File: src/rtl/mips_mc_ctrl.sv
// Multicycle MIPS control FSM: sequences fetch/decode/execute/memory/writeback and drives datapath selects.
// Optional feature macro: MIPS_CTRL_ADDI_EN builds the addi path (IEXEC -> IWB).
module mips_mc_ctrl (
  input  logic       clk,
  input  logic       rst_n,
  input  logic [5:0] i_opcode,
  input  logic       i_zero,
  input  logic       i_mem_ready,
  output logic       o_pc_write,
  output logic       o_ir_write,
  output logic       o_mem_read,
  output logic       o_mem_write,
  output logic       o_iord,
  output logic       o_reg_dst,
  output logic       o_mem_to_reg,
  output logic       o_reg_write,
  output logic       o_alu_src_a,
  output logic [1:0] o_alu_src_b,
  output logic [1:0] o_alu_op,
  output logic [1:0] o_pc_src,
  output logic [3:0] o_state,
  output logic       o_illegal_op
);

  typedef enum logic [3:0] {
    S_FETCH  = 4'd0,
    S_DECODE = 4'd1,
    S_MEMADR = 4'd2,
    S_MEMRD  = 4'd3,
    S_MEMWB  = 4'd4,
    S_MEMWR  = 4'd5,
    S_EXEC   = 4'd6,
    S_ALUWB  = 4'd7,
    S_BRANCH = 4'd8,
    S_JUMP   = 4'd9,
    S_IEXEC  = 4'd10,
    S_IWB    = 4'd11
  } state_t;

  localparam logic [5:0] OP_RTYPE = 6'b000000;
  localparam logic [5:0] OP_LW    = 6'b100011;
  localparam logic [5:0] OP_SW    = 6'b101011;
  localparam logic [5:0] OP_BEQ   = 6'b000100;
  localparam logic [5:0] OP_J     = 6'b000010;
  localparam logic [5:0] OP_ADDI  = 6'b001000;

  state_t r_state;
  state_t w_next;
  logic   r_illegal;
  logic   w_set_illegal;

  always_ff @(posedge clk or negedge rst_n) begin
    if (!rst_n) begin
      r_state   <= S_FETCH;
      r_illegal <= 1'b0;
    end else begin
      r_state <= w_next;
      if (w_set_illegal)
        r_illegal <= 1'b1;
    end
  end

  // Outputs are Moore except the FETCH handshake enables and the BRANCH zero gate.
  always_comb begin
    w_next        = r_state;
    w_set_illegal = 1'b0;
    o_pc_write    = 1'b0;
    o_ir_write    = 1'b0;
    o_mem_read    = 1'b0;
    o_mem_write   = 1'b0;
    o_iord        = 1'b0;
    o_reg_dst     = 1'b0;
    o_mem_to_reg  = 1'b0;
    o_reg_write   = 1'b0;
    o_alu_src_a   = 1'b0;
    o_alu_src_b   = 2'b00;
    o_alu_op      = 2'b00;
    o_pc_src      = 2'b00;
    case (r_state)
      S_FETCH: begin
        o_mem_read  = 1'b1;
        o_alu_src_b = 2'b01;
        if (i_mem_ready) begin
          o_pc_write = 1'b1;
          o_ir_write = 1'b1;
          w_next     = S_DECODE;
        end
      end
      S_DECODE: begin
        o_alu_src_b = 2'b11;
        case (i_opcode)
          OP_RTYPE:     w_next = S_EXEC;
          OP_LW, OP_SW: w_next = S_MEMADR;
          OP_BEQ:       w_next = S_BRANCH;
          OP_J:         w_next = S_JUMP;
`ifdef MIPS_CTRL_ADDI_EN
          OP_ADDI:      w_next = S_IEXEC;
`endif
          default: begin
            w_next        = S_FETCH;
            w_set_illegal = 1'b1;
          end
        endcase
      end
      S_MEMADR: begin
        o_alu_src_a = 1'b1;
        o_alu_src_b = 2'b10;
        w_next      = (i_opcode == OP_SW) ? S_MEMWR : S_MEMRD;
      end
      S_MEMRD: begin
        o_mem_read = 1'b1;
        o_iord     = 1'b1;
        if (i_mem_ready)
          w_next = S_MEMWB;
      end
      S_MEMWB: begin
        o_reg_write  = 1'b1;
        o_mem_to_reg = 1'b1;
        w_next       = S_FETCH;
      end
      S_MEMWR: begin
        o_mem_write = 1'b1;
        o_iord      = 1'b1;
        if (i_mem_ready)
          w_next = S_FETCH;
      end
      S_EXEC: begin
        o_alu_src_a = 1'b1;
        o_alu_op    = 2'b10;
        w_next      = S_ALUWB;
      end
      S_ALUWB: begin
        o_reg_write = 1'b1;
        o_reg_dst   = 1'b1;
        w_next      = S_FETCH;
      end
      S_BRANCH: begin
        o_alu_src_a = 1'b1;
        o_alu_op    = 2'b01;
        o_pc_src    = 2'b01;
        o_pc_write  = i_zero;
        w_next      = S_FETCH;
      end
      S_JUMP: begin
        o_pc_src   = 2'b10;
        o_pc_write = 1'b1;
        w_next     = S_FETCH;
      end
`ifdef MIPS_CTRL_ADDI_EN
      S_IEXEC: begin
        o_alu_src_a = 1'b1;
        o_alu_src_b = 2'b10;
        w_next      = S_IWB;
      end
      S_IWB: begin
        o_reg_write = 1'b1;
        w_next      = S_FETCH;
      end
`endif
      default: w_next = S_FETCH;
    endcase
  end

  assign o_state      = r_state;
  assign o_illegal_op = r_illegal;

endmodule
File: config.mk
export PLATFORM = sky130hd
export DESIGN_NAME = mips_mc_ctrl
export DESIGN_NICKNAME = d
export VERILOG_FILES = /design/src/rtl/mips_mc_ctrl.sv
export SDC_FILE = /design/constraint.sdc
export NUM_CORES = 1
export LEC_CHECK = 0
export CAP_MARGIN = 10
export CELL_PAD_IN_SITES_DETAIL_PLACEMENT = 1
export CELL_PAD_IN_SITES_GLOBAL_PLACEMENT = 1
export CORE_MARGIN = 8
export CORE_UTILIZATION = 21
export CTS_BUF_LIST = sky130_fd_sc_hd__clkbuf_8 sky130_fd_sc_hd__clkbuf_16
export DETAILED_ROUTE_END_ITERATION = 16
export PLACE_DENSITY = 0.69
export RECOVER_POWER = 100
export SYNTH_ARGS = -nofsm -noshare
export SYNTH_HDL_FRONTEND = slang
export SYNTH_SLANG_ARGS = --single-unit
File: constraint.sdc
create_clock -name clk -period 1.43 [get_ports clk]
set_input_delay 0.143 -clock clk [delete_from_list [all_inputs] [get_ports clk]]
set_output_delay 0.143 -clock clk [all_outputs]
set_load 0.05 [all_outputs]
==> reports/qor.csv <==
metric,value,unit
status,"finished, violations left",
failing checks,setup timing,
clk_lat worst skew,230,ps
fillers,236,
Core ar.,0.002255,mm^2
Most common cell on crit path,buf_12,
# clock sinks,5,
LEAKAGE,0.6636,nW
pre-CTS setup slack,-262.7,ps
Final WS setup,-136.2,ps
# diodes,0,
"FF+latch count, synth",5,
Area Overhead vs Synth,209.9,%
Root Buffer,clkbuf_8,
sequential area share after synthesis,0.2475,
Min Hold Slack,208.4,ps
Setup-failing EPs final,16,
"Avg Cell Area, Syn",7.221,um^2
# rows,17,
Post-Place Cells,144,
CP Capture Type,output pin,
Worst Tran Pin Value,603.7,ps
met3 WL,175,um
TritonCTS clock tree,done,
DR iter-0 viols,13,
launch point of the worst reg-to-reg path,o_state[2],
Worst-path clk slew,40,ps
clk buf depth,2,
Slew headroom,0.5992,
CP Cell Sequence,buf_12 > nor2_4 > nand2_4 > nor3_4 > a211o_4 > buf_12,
GRT overflow,0,
first drt pass iteration count,4,
CTS Hold Buffers Added,0,
Yosys warning count,0,
residual DRC count,0,
worst min-delay path class,in2async,
max_cap viols,0,
Worst R2R End,o_state[2],
Max Slew Vio Count,0,
number of global-route vias before repair,918,
Routed wire per std cell,18.21,um
CTS Buf Count,3,
maximum VDD drop,0.001094,V
Final GP Congestion,0.8966,
kind of start point of the critical path,register,
full die area,0.004233,mm^2
Synth cell types,30,
Tcrit/Tclk final,1.095,
highest net fanout along the worst path,4,
global-route wire length before repair,4.698,mm
fmax,638.5,MHz
crit path DAT,1420,ps
DP Wirelength,2.000,mm
drt total wl,2.877,mm
port bufs,29,
share of cells above drive strength 1,0.6923,
Layout Cells excl Fill,158,
unrepaired setup endpoints after global routing,yes,
kind of critical path,reg2out,
final hold vios,0,
DR vias,787,
Final min period,1566,ps
reg2reg path depth,5,
Synth Net Count,80,
Die H,65.06,um
H-tree levels,1,
pin count of the biggest net entering global routing,9,
PD cells,1283,mW/mm^2
top-level port count,30,
worst endpoint required time,1290,ps
Post-Syn Area,505.5,um^2
critical path's slowest cell,dfrtp_2,
Post-Syn Instances,70,
Die Wd,65.06,um
GRT Overall Usage,0.1402,
met2 WL post-DR,1.523,mm
Worst path max stage delay,440,ps
antenna violations before repair,0,
Initial Util,0.2242,
Finished Core Util,0.6948,
max layer used,met4,
Final nets,141,
Metal-1 WL,1.166,mm
Via density,4.981,
"setup slack, reg-to-reg",-60,ps
"antenna viol nets, final",0,
final clock skew,3.576,ps
==> layout by cell type (no fill, tap or decap), types with 2 or more instances in the layout <==
cell type / instances
a21oi_1: 4
a2bb2oi_1: 2
buf_12: 22
buf_4: 25
buf_6: 3
clkbuf_8: 3
clkdlybuf4s50_1: 6
dfrtp_2: 4
dlymetal6s2s_1: 2
nand2_1: 4
nand2_4: 2
nand2b_1: 3
nor2_1: 2
nor2_2: 4
nor2_4: 3
nor3_1: 3
nor3_2: 2
nor3_4: 5
or3_4: 2
==> cell type report <==
cell class | instances | area (um^2) | share of cell area
flip-flops and latches | 5 | 130.1 | 0.08307
inverters | 1 | 6.256 | 0.003994
well taps | 28 | 35.03 | 0.02236
repair buffers | 62 | 808.3 | 0.5160
multi-input cells | 58 | 541.8 | 0.3458
clock buffers | 3 | 41.29 | 0.02636
clock inverters | 1 | 3.754 | 0.002396
==> flip-flops by register name (all words and copies together) (netlist names) <==
signal,flops
o_state,4
o_illegal_op,1
==> worst max path at each step <==
stage | start | to | slack [ps] | depth (start not counted)
final | o_state[2] | o_pc_write | -140 | 6
after global routing | o_state[2] | o_pc_write | -220 | 6
after CTS | o_state[2] | o_pc_write | -130 | 6
after detailed placement | i_opcode[0] | o_illegal_op | -260 | 4
after global placement | i_opcode[0] | o_illegal_op | -240 | 4
after floorplan | o_state[2] | o_pc_write | -370 | 5
==> timing repair <==
action	4_1_cts	5_1_grt
buffers inserted	8	1
cloned	1	0
gates resized for setup	14	10
endpoints found under the setup margin	17	19
pin swaps	10	1
==> routing by layer <==
layer / vias up / global-route usage
li1: 376 / -
met1: 385 / 0.1560
met2: 24 / 0.2547
met3: 2 / 0.05155
met4: 0 / 0.01635
met5: - / 0
==> report_power, final <==
group	internal, mW	switching [mW]
clock network	0.185	0.0800
registers	0.164	0.0443
logic	0.786	0.751
total	1.13	0.875
==> Yosys cell counts (all sizes together) <==
cell type  count  area share
nor4b          1       0.030
o21a           1       0.015
a21oi          5       0.049
o21ai          1      0.0099
or2            1       0.012
a2bb2oi        2       0.035
o32a           1       0.020
nor2b          1       0.012
or3            2       0.025
nor3          10       0.099
clkbuf         1      0.0074
and3           2       0.027
nor2           9       0.067
o32ai          1       0.017
xnor2          2       0.035
nand3          1      0.0099
nand2          6       0.045
buf            5       0.047
dfrtp          5        0.25
o31ai          1       0.015
and2           1       0.012
a41o           1       0.020
nand2b         4       0.049
o2bb2ai        1       0.017
a211o          2       0.035
and3b          1       0.017
inv            1      0.0074
xor2           1       0.017
==> per-stage QoR <==
step / area (um^2) / power [mW] / TNS (ps)
after floorplan: 668.1 / 0.9339 / -2005
final: 1567 / 2.010 / -1286
after global placement: 1309 / 1.486 / -609.1
after global routing: 1567 / 2.091 / -2155
after detailed placement: 1309 / 1.513 / -920.8
after CTS: 1530 / 1.972 / -1194
==> critical path, delay by kind of cell (launching register included) <==
family / cells / cell delay [ps]
flops: 1 / 440
simple gates: 3 / 330
buf+inv: 2 / 270
compound gates: 1 / 140
==> kinds of logic after synthesis <==
kind of cell           after synthesis  synth area share
AND/OR/NAND/NOR                     39            0.4059
AO/OA/AOI/OAI                       16            0.2327
buffers and inverters                7           0.06186
flip-flops                           5            0.2475
XOR/XNOR                             3           0.05199
Power figures use the tool's default switching activity.
